File: config.mk
export PLATFORM = sky130hd
export DESIGN_NAME = id_ex_operand_stage
export DESIGN_NICKNAME = d
export VERILOG_FILES = /design/src/rtl/id_ex_operand_stage.sv
export SDC_FILE = /design/constraint.sdc
export NUM_CORES = 1
export LEC_CHECK = 0
export CAP_MARGIN = 10
export CORE_MARGIN = 4
export CORE_UTILIZATION = 39
export CTS_BUF_LIST = sky130_fd_sc_hd__clkbuf_8
export CTS_CLUSTER_SIZE = 28
export DETAILED_ROUTE_END_ITERATION = 10
export HOLD_SLACK_MARGIN = 0.02
export PLACE_DENSITY = 0.87
export RECOVER_POWER = 25
export SLEW_MARGIN = 10
export SYNTH_ARGS = -nofsm -noshare
export SYNTH_HDL_FRONTEND = slang
export SYNTH_SLANG_ARGS = --single-unit
File: constraint.sdc
create_clock -name clk -period 2.6 [get_ports clk]
set_input_delay 0.78 -clock clk [delete_from_list [all_inputs] [get_ports clk]]
set_output_delay 0.78 -clock clk [all_outputs]
set_load 0.05 [all_outputs]
File: src/rtl/id_ex_operand_stage.sv
// ID/EX pipeline register with operand forwarding from EX/MEM and MEM/WB.
// The EX slot holds decoded operands. Forwarding is resolved combinationally
// against the registered source indices, so the alu and branch_alu always see
// the newest value of each source register.
module id_ex_operand_stage #(
  parameter int WORD_W = 16,
  parameter int REG_W  = 2,
  parameter int FUNC_W = 4
) (
  input  logic              clk,
  input  logic              reset_n,
  input  logic              stall,
  input  logic              flush,
  input  logic              id_valid,
  input  logic [REG_W-1:0]  id_rs,
  input  logic [REG_W-1:0]  id_rt,
  input  logic [REG_W-1:0]  id_rd,
  input  logic [WORD_W-1:0] id_rs_data,
  input  logic [WORD_W-1:0] id_rt_data,
  input  logic [WORD_W-1:0] id_imm,
  input  logic              id_alu_src,
  input  logic [FUNC_W-1:0] id_func_code,
  input  logic [5:0]        id_br_op,
  input  logic              id_reg_write,
  input  logic              exmem_reg_write,
  input  logic [REG_W-1:0]  exmem_rd,
  input  logic [WORD_W-1:0] exmem_value,
  input  logic              memwb_reg_write,
  input  logic [REG_W-1:0]  memwb_rd,
  input  logic [WORD_W-1:0] memwb_value,
  output logic              ex_valid,
  output logic [WORD_W-1:0] ex_alu_a,
  output logic [WORD_W-1:0] ex_alu_b,
  output logic [WORD_W-1:0] ex_br_a,
  output logic [WORD_W-1:0] ex_br_b,
  output logic [FUNC_W-1:0] ex_func_code,
  output logic [5:0]        ex_br_op,
  output logic [REG_W-1:0]  ex_rd,
  output logic              ex_reg_write,
  output logic [1:0]        ex_fwd_a,
  output logic [1:0]        ex_fwd_b
);

  localparam logic [5:0] BR_NONE  = 6'h3F;
  localparam logic [1:0] SEL_HELD = 2'd0;
  localparam logic [1:0] SEL_EXMEM = 2'd1;
  localparam logic [1:0] SEL_MEMWB = 2'd2;

  logic              valid_q,     valid_d;
  logic [REG_W-1:0]  rs_q,        rs_d;
  logic [REG_W-1:0]  rt_q,        rt_d;
  logic [REG_W-1:0]  rd_q,        rd_d;
  logic [WORD_W-1:0] rs_data_q,   rs_data_d;
  logic [WORD_W-1:0] rt_data_q,   rt_data_d;
  logic [WORD_W-1:0] imm_q,       imm_d;
  logic              alu_src_q,   alu_src_d;
  logic [FUNC_W-1:0] func_q,      func_d;
  logic [5:0]        br_op_q,     br_op_d;
  logic              reg_write_q, reg_write_d;

  logic [WORD_W-1:0] rs_fwd;
  logic [WORD_W-1:0] rt_fwd;
  logic [1:0]        sel_a;
  logic [1:0]        sel_b;

  // Forwarding select: EX/MEM is newer than MEM/WB, so it wins when both match.
  always_comb begin
    sel_a  = SEL_HELD;
    rs_fwd = rs_data_q;
    if (exmem_reg_write && (exmem_rd == rs_q)) begin
      sel_a  = SEL_EXMEM;
      rs_fwd = exmem_value;
    end else if (memwb_reg_write && (memwb_rd == rs_q)) begin
      sel_a  = SEL_MEMWB;
      rs_fwd = memwb_value;
    end

    sel_b  = SEL_HELD;
    rt_fwd = rt_data_q;
    if (exmem_reg_write && (exmem_rd == rt_q)) begin
      sel_b  = SEL_EXMEM;
      rt_fwd = exmem_value;
    end else if (memwb_reg_write && (memwb_rd == rt_q)) begin
      sel_b  = SEL_MEMWB;
      rt_fwd = memwb_value;
    end
  end

  // Next EX slot contents: flush beats stall beats load.
  always_comb begin
    valid_d     = valid_q;
    rs_d        = rs_q;
    rt_d        = rt_q;
    rd_d        = rd_q;
    rs_data_d   = rs_data_q;
    rt_data_d   = rt_data_q;
    imm_d       = imm_q;
    alu_src_d   = alu_src_q;
    func_d      = func_q;
    br_op_d     = br_op_q;
    reg_write_d = reg_write_q;

    if (flush) begin
      valid_d     = 1'b0;
      reg_write_d = 1'b0;
      br_op_d     = BR_NONE;
    end else if (stall) begin
      // Latch the forwarded operands so a producer that retires out of
      // MEM/WB while we are stalled is not lost.
      rs_data_d = rs_fwd;
      rt_data_d = rt_fwd;
    end else begin
      valid_d     = id_valid;
      rs_d        = id_rs;
      rt_d        = id_rt;
      rd_d        = id_rd;
      rs_data_d   = id_rs_data;
      rt_data_d   = id_rt_data;
      imm_d       = id_imm;
      alu_src_d   = id_alu_src;
      func_d      = id_func_code;
      br_op_d     = id_valid ? id_br_op : BR_NONE;
      reg_write_d = id_reg_write & id_valid;
    end
  end

  // EX slot register.
  always_ff @(posedge clk or negedge reset_n) begin
    if (!reset_n) begin
      valid_q     <= 1'b0;
      rs_q        <= '0;
      rt_q        <= '0;
      rd_q        <= '0;
      rs_data_q   <= '0;
      rt_data_q   <= '0;
      imm_q       <= '0;
      alu_src_q   <= 1'b0;
      func_q      <= '0;
      br_op_q     <= BR_NONE;
      reg_write_q <= 1'b0;
    end else begin
      valid_q     <= valid_d;
      rs_q        <= rs_d;
      rt_q        <= rt_d;
      rd_q        <= rd_d;
      rs_data_q   <= rs_data_d;
      rt_data_q   <= rt_data_d;
      imm_q       <= imm_d;
      alu_src_q   <= alu_src_d;
      func_q      <= func_d;
      br_op_q     <= br_op_d;
      reg_write_q <= reg_write_d;
    end
  end

  // Operand muxing and bubble gating toward the EX units.
  always_comb begin
    ex_valid     = valid_q;
    ex_alu_a     = rs_fwd;
    ex_alu_b     = alu_src_q ? imm_q : rt_fwd;
    ex_br_a      = rs_fwd;
    ex_br_b      = rt_fwd;
    ex_func_code = func_q;
    ex_rd        = rd_q;
    ex_reg_write = reg_write_q & valid_q;
    ex_br_op     = valid_q ? br_op_q : BR_NONE;
    ex_fwd_a     = sel_a;
    ex_fwd_b     = sel_b;
  end

endmodule

==> results of run 1 <==
==> through the flow <==
stage / setup TNS, ns / setup slack (ns) / util (%) / power (mW)
finish: -27.85 / -0.609 / 86.3 / 7.02
global route: -29.20 / -0.649 / 86.3 / 7.20
global placement: -80.96 / -1.10 / 75.3 / 5.10
CTS: -26.76 / -0.559 / 84.1 / 6.70
floorplan: -20.07 / -0.501 / - / 3.79
detailed placement: -85.89 / -1.17 / 75.3 / 5.18
==> flip-flops by register name (all words and copies together) (netlist names), 2 cells and up <==
signal / flops
rs_q: 2
ex_rd: 2
rt_data_q: 16
imm_q: 16
br_op_q: 6
rt_q: 2
ex_func_code: 4
rs_data_q: 16
==> logic make-up (layout without fill, tap and decap cells) <==
family	count (synthesis)	after routing	synth area share, %
XOR/XNOR	10	11	2.48
buffers and inverters	56	335	7.29
other	0	2	0
AND/OR/NAND/NOR	128	128	15.7
flip-flops	67	67	40.7
multiplexers	27	27	7.35
AO/OA/AOI/OAI	135	135	26.5
==> layout by cell type (no fill, tap or decap), types with 18 or more instances in the layout <==
cell type	count
nor2_1	23
o31ai_1	23
o31ai_4	19
mux2_2	27
nor2_4	19
nand2_1	18
clkdlybuf4s50_1	107
buf_6	44
dfrtp_1	57
buf_12	45
buf_4	91
==> power breakdown <==
group / internal [mW] / switching [mW] / total (mW)
clock network: 0.658 / 0.471 / 1.13
logic: 2.07 / 2.46 / 4.53
registers: 1.20 / 0.168 / 1.37
total: 3.93 / 3.10 / 7.02
==> area by class of cell <==
class / count / area (µm²)
sequential: 67 / 1690
clock inverter: 6 / 104
antenna: 2 / 5.00
clock buffer: 10 / 138
fill: 449 / 1420
tap: 136 / 170
multi-input combinational: 301 / 3230
inverter: 5 / 31.3
timing repair buffer: 314 / 3540
==> synth_stat cells <==
cell | instances | share of area, %
xnor2_1 | 4 | 0.85
nor4_2 | 1 | 0.30
a22oi_1 | 16 | 2.9
nor4_1 | 16 | 2.4
dfstp_2 | 6 | 3.8
a221oi_4 | 1 | 0.64
xor2_2 | 2 | 0.79
dfrtp_1 | 61 | 37
buf_6 | 2 | 0.54
buf_2 | 10 | 1.2
buf_1 | 3 | 0.27
inv_2 | 2 | 0.18
a21o_1 | 15 | 2.7
nor2_1 | 42 | 3.8
nand3_1 | 16 | 1.9
inv_1 | 1 | 0.091
o22ai_1 | 1 | 0.15
xor2_1 | 4 | 0.85
mux2_2 | 27 | 7.4
buf_4 | 17 | 3.1
and3_1 | 1 | 0.15
a31oi_1 | 16 | 2.4
a221oi_1 | 7 | 1.5
a21oi_1 | 2 | 0.24
and2_1 | 17 | 2.6
nand3_2 | 1 | 0.24
nor3b_1 | 6 | 1.1
nand2_1 | 18 | 1.6
clkbuf_1 | 19 | 1.7
clkinv_1 | 2 | 0.18
nand2b_1 | 8 | 1.2
a221oi_2 | 8 | 2.9
a221o_1 | 1 | 0.24
a22o_1 | 15 | 3.2
o31ai_1 | 48 | 8.7
or3_1 | 2 | 0.30
o21bai_1 | 5 | 0.91
==> worst max-delay path: stages <==
cell and delay, ns:
buf_8 0.11, xor2_4 0.14, or3_4 0.45, buf_12 0.19, a221oi_4 0.35, buf_4 0.19
o31ai_4 0.06, buf_6 0.16
==> worst min-delay path by stage <==
stage | startpoint | to | slack (ns) | cells after the start
2_1_floorplan | reg_write_q$_DFFE_PN0P_ | reg_write_q$_DFFE_PN0P_ | 0.47 | 2
3_3_place_gp | ex_func_code[3]$_DFFE_PN0P_ | ex_func_code[3]$_DFFE_PN0P_ | 0.49 | 1
3_5_place_dp | ex_func_code[2]$_DFFE_PN0P_ | ex_func_code[2]$_DFFE_PN0P_ | 0.49 | 1
4_1_cts | reset_n | imm_q[10]$_DFFE_PN0P_ | 0.44 | 2
5_1_grt | imm_q[1]$_DFFE_PN0P_ | imm_q[1]$_DFFE_PN0P_ | 0.53 | 1
6_report | imm_q[1]$_DFFE_PN0P_ | imm_q[1]$_DFFE_PN0P_ | 0.52 | 1
==> layer usage <==
metal | vias up | share of wire, % | global-route usage (%)
li1 | 2151 | - | -
met1 | 2649 | 36 | 39.3
met2 | 371 | 51 | 57.0
met3 | 107 | 7.2 | 5.29
met4 | 0 | 6.0 | 16.3
met5 | - | 0 | 0
==> timing repair <==
action                                 CTS  global route
pin swaps                               46            30
gates resized for setup                115            32
setup endpoints to repair               87            72
cloned                                   9             0
endpoints found under the hold margin    0             0
setup buffers                           26            21
==> results_dict.tcl, run 1 <==
set metrics [dict create \
    crit_start "memwb_rd[1]" \
    setup.worst_path.end "ex_alu_b[5]" \
    antenna_found_initial 2 \
    slew_violations 68 \
    initial_core_util_pct 40.1 \
    rsz0062_at_grt "yes" \
    ctsHoldBuffers 0 \
    syn_area_um2 4140 \
    grt_first_pass_wirelength_mm 32.0 \
    clock_latency_ns 0.37 \
    cp_data_arrival_time_ns 2.43 \
    drc_errors 0 \
    r2r_cells 7 \
    ys_seq_elements 67 \
    hp-class "reg -> reg" \
    cts.sinks 67 \
    skew_ns 0.0131 \
    coreArea_um2 10300 \
    failed_checks "max-capacitance violations, max-slew violations, negative setup slack" \
    synthToLayoutAreaGrowth_pct 115 \
    fin_crit_ns 3.21 \
    path_clk_slew_ns 0.07 \
    io_buffer_count 190 \
    min_period_over_period_pct 123 \
    rrSetupSlack_ns 0.32 \
    place_area_um2 7770 \
    num_rows 37 \
    die-area_um2 12300 \
    hold_ws_ns 0.516 \
    path_class "in -> out" \
    status "complete, but fails checks" \
    cts-htree-levels 3 \
    drtIter0Drc 373 \
    yosys_warnings 0 \
    max_freq_ghz 0.312 \
    crit_fanout 5 \
    ant_nets 0 \
    die_w_um 111 \
    wirelength_mm 22.5 \
    hpwl_mm 12.9 \
    hold_viol 0 \
    crit_required_ns 1.82 \
    grt_max_degree 68 \
    fin_ws_ns -0.609 \
    gr-total-overflow 0 \
    fp.dieH_um 111 \
    drive_gt1_share_pct 50.4 \
    powerDensity_nw_per_um2 789 \
    tightest_slew_ns 1.77 \
    reg2reg_from "rt_q[1]$_DFFE_PN0P_" \
    ys_seq_area_share_pct 40.7 \
    dp.cells 778 \
    reg2reg_to "rt_data_q[13]$_DFFE_PN0N_" \
    synthCells 423 \
    cts-root-buf "clkbuf_8" \
    routabilityCongestion 0.852 \
    end_kind "output pin" \
    setup_viol 68 \
    startpoint_type "primary input" \
    postSynthAreaPerCell_um2 9.78 \
    viasPerCell 6.28 \
    final_nets 807 \
    maxSlewHeadroom_pct -18.1 \
    cts_inserted_buffers 9 \
    track_usage_pct 32.8 \
    cts_tree "done" \
    vias 5278 \
    peakVddDrop_mv 0.601 \
    post_drt_wl_per_cell_um 26.7 \
    cts.path.max_buffers 2 \
    yosysUniqueCellTypes 37 \
    firstDrtPassIters 5 \
    final_cells 841 \
    drv_cap 1 \
    boundaryPins 191 \
    p_leak_nw 3.65 \
    final_area_um2 8910 \
    grt_pass1_vias 5476 \
    syn_nets 532 \
]
(Power assumes the default switching activity.)
==> inputs of run 2 (changes only) <==
Settings changed: CTS_CLUSTER_DIAMETER set to 200.
==> results of run 2 <==
The final DEF is identical to that of run 1; final timing and power are the same.
